**src/rtl/ifu_pkg.sv**
```systemverilog
// Shared defaults and the buffered-instruction entry type for the fetch unit.
package ifu_pkg;

  localparam int                IFU_ADDR_SIZE = 32;
  localparam int                IFU_WORD_SIZE = 32;
  localparam int                IFU_BYTES     = 4;
  localparam logic [31:0]       IFU_RESET_PC  = 32'h0000_0000;

  // One fetched instruction together with the byte address it came from.
  typedef struct packed {
    logic [IFU_ADDR_SIZE-1:0] pc;
    logic [IFU_WORD_SIZE-1:0] data;
  } ifu_entry_t;

endpackage

```
**src/rtl/ifu_fifo.sv**
```systemverilog
// Two-entry response buffer between the instruction SRAM and decode.
// The entry type is a parameter so the top can match its own widths.
module ifu_fifo
  import ifu_pkg::*;
#(
  parameter type entry_t = ifu_entry_t
) (
  input  logic       clk,
  input  logic       rst,
  input  logic       push,
  input  logic       pop,
  input  logic       flush,
  input  entry_t     din,
  output logic [1:0] count,
  output entry_t     head
);

  entry_t mem [2];
  logic   wr_ptr;
  logic   rd_ptr;
  logic   push_ok;
  logic   pop_ok;

  // Pops never underflow; a push into a full buffer only lands alongside a pop.
  always_comb begin
    pop_ok  = pop & (count != 2'd0);
    push_ok = push & ((count != 2'd2) | pop_ok);
  end

  // Storage, pointers and occupancy; flush empties the buffer in one cycle.
  always_ff @(posedge clk or negedge rst) begin
    if (!rst) begin
      for (int i = 0; i < 2; i++) mem[i] <= '0;
      wr_ptr <= 1'b0;
      rd_ptr <= 1'b0;
      count  <= 2'd0;
    end else if (flush) begin
      wr_ptr <= 1'b0;
      rd_ptr <= 1'b0;
      count  <= 2'd0;
    end else begin
      if (push_ok) begin
        mem[wr_ptr] <= din;
        wr_ptr      <= ~wr_ptr;
      end
      if (pop_ok) rd_ptr <= ~rd_ptr;
      count <= count + {1'b0, push_ok} - {1'b0, pop_ok};
    end
  end

  assign head = mem[rd_ptr];

endmodule

```
**src/rtl/instr_fetch_unit.sv**
```systemverilog
// Instruction fetch unit: sequential PC, 1-cycle-latency SRAM reads, a
// 2-entry response buffer and redirect handling.
// Optional macro IFU_BYPASS_EN: present a response arriving into an empty
// buffer straight from im_DO in the same cycle (fetch latency 1 instead of 2).
module instr_fetch_unit
  import ifu_pkg::*;
#(
  parameter int                    ADDR_SIZE = IFU_ADDR_SIZE,
  parameter int                    WORD_SIZE = IFU_WORD_SIZE,
  parameter int                    BYTES     = IFU_BYTES,
  parameter logic [ADDR_SIZE-1:0]  RESET_PC  = ADDR_SIZE'(IFU_RESET_PC)
) (
  input  logic                 clk,
  input  logic                 rst,
  input  logic                 redirect_valid,
  input  logic [ADDR_SIZE-1:0] redirect_pc,
  output logic                 inst_valid,
  input  logic                 inst_ready,
  output logic [ADDR_SIZE-1:0] inst_pc,
  output logic [WORD_SIZE-1:0] inst_data,
  output logic                 im_oe,
  output logic [BYTES-1:0]     im_web,
  output logic [ADDR_SIZE-1:0] im_addr,
  output logic [WORD_SIZE-1:0] im_DI,
  input  logic [WORD_SIZE-1:0] im_DO
);

  typedef struct packed {
    logic [ADDR_SIZE-1:0] pc;
    logic [WORD_SIZE-1:0] data;
  } entry_t;

  logic [ADDR_SIZE-1:0] pc;
  logic [ADDR_SIZE-1:0] fetch_addr;
  logic [ADDR_SIZE-1:0] issue_pc;
  logic [ADDR_SIZE-1:0] inflight_pc;
  logic                 inflight;
  logic                 live_resp;
  logic                 issue;
  logic                 fire;
  logic                 push;
  logic                 pop;
  logic                 fifo_empty;
  logic [1:0]           count;
  entry_t               head;
  entry_t               resp;
  entry_t               present;

  // Address selection, handshake, credit check and presentation mux.
  always_comb begin
    fetch_addr = redirect_valid ? redirect_pc : pc;
    issue_pc   = {fetch_addr[ADDR_SIZE-1:2], 2'b00};
    // A response arriving in a redirect cycle belongs to the old stream.
    live_resp  = inflight & ~redirect_valid;
    fifo_empty = (count == 2'd0);
    resp       = '{pc: inflight_pc, data: im_DO};
`ifdef IFU_BYPASS_EN
    inst_valid = ~redirect_valid & (~fifo_empty | live_resp);
    present    = fifo_empty ? resp : head;
    push       = live_resp & ~(fifo_empty & inst_ready);
`else
    inst_valid = ~redirect_valid & ~fifo_empty;
    present    = head;
    push       = live_resp;
`endif
    fire       = inst_valid & inst_ready;
    pop        = fire & ~fifo_empty;
    // Buffered plus outstanding, less what decode takes now, must stay below 2.
    issue      = rst & (redirect_valid |
                        (({1'b0, count} + 3'(inflight)) < (3'd2 + 3'(fire))));
    inst_pc    = inst_valid ? present.pc   : '0;
    inst_data  = inst_valid ? present.data : '0;
  end

  assign im_oe   = issue;
  assign im_web  = '1;
  assign im_DI   = '0;
  assign im_addr = {2'b00, fetch_addr[ADDR_SIZE-1:2]};

  // PC advance and tracking of the single read that can be outstanding.
  always_ff @(posedge clk or negedge rst) begin
    if (!rst) begin
      pc          <= RESET_PC;
      inflight    <= 1'b0;
      inflight_pc <= '0;
    end else begin
      inflight <= issue;
      if (issue) begin
        pc          <= issue_pc + ADDR_SIZE'(4);
        inflight_pc <= issue_pc;
      end
    end
  end

  ifu_fifo #(.entry_t(entry_t)) u_fifo (
    .clk   (clk),
    .rst   (rst),
    .push  (push),
    .pop   (pop),
    .flush (redirect_valid),
    .din   (resp),
    .count (count),
    .head  (head)
  );

endmodule

```
**config.mk**
```make
export PLATFORM = sky130hd
export DESIGN_NAME = instr_fetch_unit
export DESIGN_NICKNAME = d
export VERILOG_FILES = /design/src/rtl/ifu_pkg.sv /design/src/rtl/ifu_fifo.sv /design/src/rtl/instr_fetch_unit.sv
export SDC_FILE = /design/constraint.sdc
export NUM_CORES = 1
export LEC_CHECK = 0
export BUFFER_PORTS_ARGS = -buffer_cell sky130_fd_sc_hd__buf_2
export CAP_MARGIN = 20
export CELL_PAD_IN_SITES_DETAIL_PLACEMENT = 1
export CELL_PAD_IN_SITES_GLOBAL_PLACEMENT = 1
export CORE_MARGIN = 8
export CORE_UTILIZATION = 45
export DETAILED_ROUTE_END_ITERATION = 10
export GPL_TIMING_DRIVEN = 0
export PLACE_DENSITY_LB_ADDON = 0.1
export SLEW_MARGIN = 20
export SYNTH_ARGS = -nofsm -noshare
export SYNTH_HDL_FRONTEND = slang
export SYNTH_SLANG_ARGS = --single-unit
```
**constraint.sdc**
```tcl
create_clock -name clk -period 4 [get_ports clk]
set_clock_uncertainty 0.15 [all_clocks]
set_input_delay 0.4 -clock clk [delete_from_list [all_inputs] [get_ports clk]]
set_output_delay 0.4 -clock clk [all_outputs]
set_load 0.02 [all_outputs]
```
==> metrics, run 1 <==
YS warnings=0; FF+latch count, synth=189; Sw Share=36.5%; Max Fclk=267 MHz; NetSw=2.79 mW; Setup WS pre-CTS=-0.0910 ns; Reg power frac=43.6%; Seq. cell area=4730 sq um; Iter 0 DRT Violations=288; worst skew pair latency=0.43 ns; fin. max-slew vios=0; Setup crit end=im_oe; Least-Margin Pin Slew=0.777 ns; CTS clk-pin slew, worst paths=0.07 ns; largest net degree at the start of global routing=75; post-CTS setup buffers=0; largest family of logic cells by synthesized area=multiplexers; slew margin rel.=48.2%; RR Startpoint=u_fifo.count[0]; post-synthesis simple-gate area fraction=12.0%; CP Capture Type=output port; Hold Path Origin=im_DO[27]; post-synthesis compound-gate area fraction=5.42%; hpwl dp=19.4 mm; r2r setup slk=0.90 ns; CTS root buf=clkbuf_16; H-tree Lvls=4; setup ws final=0.251 ns; Yosys cell types=55; nets=1,152; row cnt=53; clock power share=21.3%; # IOs=202; Post-route DRC=0; full die area=26,200 sq um; ys flop type=dfrtp_1; WP data required=3.45 ns; grt ovf=0; final hold violations=0; Period Utilization, post-route=93.7%; initial antenna violation count=0; critical path peak fanout=74; first-pass GRT wire length=41.8 mm; unrepaired setup endpoints after global routing=no; drt pass-1 iters=4; critical path arrival=3.20 ns; core area=21,000 sq um; FF-to-FF End=pc[5]; number of synthesized flops with an enable pin=0; CTS tree=built; Cells after Synth=860; Final setup viols=0; Chip Width=162 microns; clock sinks=189; Gate power share=35.1%; Max IR drop VDD=0.311 mV; Max clock buf depth=2; fill count=2,409; sequential fraction of the synthesis area=49.3%; P&R area growth vs syn=20.3%; post-synthesis adder-cell area fraction=0.653%; Hold Crit Class=in -> reg; crit path launch=rst; Max-cap violations=0; static leakage=5.54 nW; Tot GR Track Use=19.9%; die height=162 microns; status=finished clean; area of the multi-input gates=4360 sq um; Avg Inst Size Synth=11.1 sq um; most common cell after layout, fill and taps aside=dfrtp_1; post-route ant nets=0; vias in the first global route=7,792; total power per unit cell area=664 nW/um^2; worst setup path class=in -> out; total power=7.65 mW; Post-Syn Area=9590 sq um; multiplexer area fraction after synthesis=24.1%; overall via count from detail_route=7,044; Final Critical Period=3.75 ns; Post-Synth XOR/XNOR Area=1.74%; WL final=25.7 mm; Port-buffer cells=158; gpl congestion=0.808; vias per cell=5.15; Final Cell Area=11,500 sq um; post-place instance area=10,900 sq um; R2R depth=9; hold_ws=0.0662 ns; internal power=4.86 mW; layout cell share with drive strength beyond 1=37.3%; Starting Density=45.7%; antenna fix cells=0; crit path launch type=input pin; commonest non-fill, non-tap cells in the layout=189 x dfrtp_1, 178 x buf_2, 136 x mux2_2, 95 x nand2_1, 78 x mux2i_1; FFs w/ async S/R, synth=100%; Inserted Clock Buffers=17; Wirelength per Cell=18.8 microns
-- registers in the layout, summed over array words and instances, names as in the netlist --
signal	cells
u_fifo.mem	124
inflight_pc	30
pc	30
u_fifo.count	2
inflight	1
u_fifo.rd_ptr	1
u_fifo.wr_ptr	1
-- area by class of cell --
cell class	count	area share [%]
Inverter	23	0.749
Buffer	90	4.82
Multi-Input combinational cell	596	37.8
Timing Repair Buffer	162	7.75
Clock inverter	14	1.09
Sequential cell	189	41.0
Clock buffer	18	3.81
Tap cell	275	2.98
-- per-stage QoR --
step | util, % | setup TNS (ns) | cells
2_1_floorplan | - | 0 | 898
3_3_place_gp | 51.8 | -310.69 | 1331
3_5_place_dp | 52.2 | -0.201 | 1333
4_1_cts | 55.0 | 0 | 1367
5_1_grt | 55.0 | 0 | 1367
6_report | 55.0 | 0 | 1367
-- power by group through the flow --
| stage | Combinational (mW) | Clock (mW) | Sequential [mW] |
|---|---|---|---|
| after floorplan | 2.01 | 0 | 3.17 |
| after global placement | 2.62 | 0 | 3.31 |
| after detailed placement | 2.72 | 0 | 3.37 |
| after CTS | 2.74 | 1.67 | 3.33 |
| after global routing | 2.97 | 1.74 | 3.45 |
| final | 2.69 | 1.63 | 3.33 |
-- critical path: stages --
cell           delay, ns
dlygate4sd3_1       0.57
buf_8               0.17
buf_16              0.30
nand4_1             0.38
and2_1              0.26
clkbuf_1            0.16
buf_2               0.20
inv_2               0.16
buf_2               0.31
buf_2               0.23
-- kinds of logic after synthesis --
family | after synthesis
DFF | 189
adders and majority gates | 5
and+or+nand+nor | 239
muxes | 214
buffers and inverters | 113
AOI/OAI and AO/OA | 79
other | 2
xor gates and xnor gates | 19
-- worst min path at each step --
| stage | to | cells past startpoint | slack, ns |
|---|---|---|---|
| CTS | u_fifo.mem[29] | 2 | 0.05 |
| detailed placement | u_fifo.mem[73] | 1 | 0.19 |
| finish | u_fifo.mem[27] | 2 | 0.07 |
| global placement | pc[8] | 2 | 0.31 |
| floorplan | inflight | 0 | -0.05 |
| global route | u_fifo.mem[27] | 2 | 0.05 |
-- cell usage after synthesis (5+ instances only) --
master | count | area share [%]
dfrtp_1 | 189 | 49
mux2_2 | 136 | 16
nand2_1 | 95 | 3.7
mux2i_1 | 78 | 8.1
nor2_1 | 75 | 2.9
buf_4 | 41 | 3.2
o21ai_0 | 36 | 1.9
buf_2 | 21 | 1.1
inv_1 | 21 | 0.82
nand3_1 | 19 | 0.99
xnor2_1 | 14 | 1.3
clkbuf_1 | 13 | 0.51
buf_1 | 11 | 0.43
a21oi_1 | 10 | 0.52
nand4_1 | 9 | 0.59
nand3b_1 | 7 | 0.55
o31ai_1 | 6 | 0.47
ha_1 | 5 | 0.65
o31a_1 | 5 | 0.46
xor2_1 | 5 | 0.46
-- layer usage --
layer	vias to the layer above	GRT usage (%)	wire length [microns]
li1	3332	-	-
met1	3537	26.1	11900
met2	161	33.5	12400
met4	0	4.00	175
met3	14	4.20	1190
met5	-	0	0
-- what timing repair did --
| item | 4_1_cts | 5_1_grt |
|---|---|---|
| setup endpoints to repair | 0 | 0 |
| endpoints found under the hold margin | 45 | 0 |
| resized for setup | 0 | 0 |
| hold buffers | 2 | 0 |
No activity file was read; power rests on OpenSTA's default activity.
==> inputs of run 2 (changes only) <==
- CORE_ASPECT_RATIO: not set -> 0.8
==> metrics, run 2 (synthesized netlist as in run 1, its figures left out) <==
Starting Density=46.1%; Seq. cell area=4730 sq um; Final Cell Area=11,500 sq um; post-place instance area=10,900 sq um; critical path arrival=3.17 ns; total power per unit cell area=665 nW/um^2; nets=1,152; Period Utilization, post-route=93.0%; most common cell after layout, fill and taps aside=dfrtp_1; P&R area growth vs syn=20.2%; crit path launch type=input pin; CTS root buf=clkbuf_16; # IOs=202; WL final=26.2 mm; Worst path most repeated cell=buf_2; worst skew pair latency=0.43 ns; Least-Margin Pin Slew=0.829 ns; Final Critical Period=3.72 ns; initial antenna violation count=0; final hold violations=0; Final setup viols=0; Reg power frac=43.4%; row cnt=47; Max clock buf depth=2; hpwl dp=19.7 mm; Inserted Clock Buffers=17; worst path bufs/invs=8; Final TNS setup=0 ns; Tot GR Track Use=20.2%; full die area=26,300 sq um; H-tree Lvls=4; Max IR drop VDD=0.332 mV; Top reg by flops=u_fifo.mem; Max Fclk=269 MHz; post-route ant nets=0; WP data required=3.45 ns; kind of cell adding the most delay to the critical path=buffers and inverters; Max-cap violations=0; CTS clk-pin slew, worst paths=0.07 ns; fill count=2,332; fin. max-slew vios=0; critical path's slowest cell=dlygate4sd3_1; Top Registers=u_fifo.mem x124, inflight_pc x30, pc x30; internal power=4.90 mW; core area=20,800 sq um; NetSw=2.76 mW; CTS tree=built; CP Capture Type=output port; commonest non-fill, non-tap cells in the layout=189 x dfrtp_1, 178 x buf_2, 136 x mux2_2, 95 x nand2_1, 78 x mux2i_1; vias per cell=5.17; critical path peak fanout=81; static leakage=5.52 nW; slew margin rel.=44.7%; Chip Width=179 microns; clock power share=21.4%; largest net degree at the start of global routing=82; layout cell share with drive strength beyond 1=37.0%; max reg flops=124; unrepaired setup endpoints after global routing=no; drt pass-1 iters=4; grt ovf=0; first-pass GRT wire length=42.1 mm; vias in the first global route=7,909; worst setup path class=in -> out; Post-route DRC=0; Hold Crit Class=in -> reg; area of the multi-input gates=4360 sq um; Sw Share=36.0%; clock sinks=189; overall via count from detail_route=7,046; Port-buffer cells=158; Iter 0 DRT Violations=319; Wirelength per Cell=19.2 microns; Gate power share=35.2%; cells along the critical path=dlygate4sd3_1, buf_8, buf_16, nand4_1, and2_1, clkbuf_1, buf_2, inv_2, buf_2, buf_2; die height=147 microns; crit-path max cell delay=0.56 ns; gpl congestion=0.835; status=finished clean
## run 2: cell types whose count changed in the layout (fill, tap and decap cells not counted), sizes merged
cell,change
bufinv,+1
clkinv,-1
diode,+1
inv,-6
clkbuf,+3
clkinvlp,+3
## run 2: power groups by stage
stage | logic [mW] | registers (mW) | clock network (mW)
after floorplan | 2.01 | 3.17 | 0
after global placement | 2.63 | 3.31 | 0
after detailed placement | 2.72 | 3.36 | 0
after CTS | 2.74 | 3.33 | 1.69
after global routing | 2.98 | 3.44 | 1.75
final | 2.70 | 3.32 | 1.64
## run 2: final timing paths
check	start	to	slack [ns]	cells past startpoint
setup / recovery	rst	im_oe	0.28	10
hold / removal	im_DO[30]	u_fifo.mem[94]	0.07	2
setup reg to reg	u_fifo.count[0]	pc[6]	0.87	9
hold reg to reg	pc[30]	pc[30]	0.34	2
max in group asynchronous	rst	u_fifo.mem[67]	2.89	3
min in group asynchronous	rst	pc[10]	0.40	3
## run 2: area by class of cell
cell class              instances  share of cell area, %
diodes                          1                 0.0217
plain buffers                  90                   4.82
clock buffers                  21                   3.91
clock inverters                11                  0.956
inverters                      23                  0.749
multi-input cells             596                   37.8
flip-flops and latches        189                   41.0
well taps                     269                   2.92
repair buffers                162                   7.75
## run 2: layer usage
layer | wire, microns | vias to the layer above | share of wire (%) | GRT usage [%]
li1 | - | 3333 | - | -
met5 | 0 | - | 0 | 0
met1 | 12000 | 3554 | 46 | 26.7
met3 | 1180 | 14 | 4.5 | 3.97
met2 | 12700 | 145 | 49 | 33.6
met4 | 226 | 0 | 0.86 | 4.66
## run 2: stage by stage
| stage | utilization [%] | hold slack (ns) | setup slack [ns] | power [mW] | std cells |
|---|---|---|---|---|---|
| 2_1_floorplan | - | -0.0456 | 0.666 | 5.18 | 898 |
| 3_3_place_gp | 52.2 | 0.313 | -2.92 | 5.94 | 1325 |
| 3_5_place_dp | 52.5 | 0.173 | -0.112 | 6.09 | 1327 |
| 4_1_cts | 55.3 | 0.0485 | 0.191 | 7.76 | 1361 |
| 5_1_grt | 55.3 | 0.0547 | 0.0255 | 8.17 | 1361 |
| 6_report | 55.3 | 0.0681 | 0.280 | 7.66 | 1362 |
## run 2: what timing repair did
item	4_1_cts	5_1_grt
hold buffers	2	0
endpoints found under the hold margin	42	0
resized for setup	0	0
buffers inserted	0	0
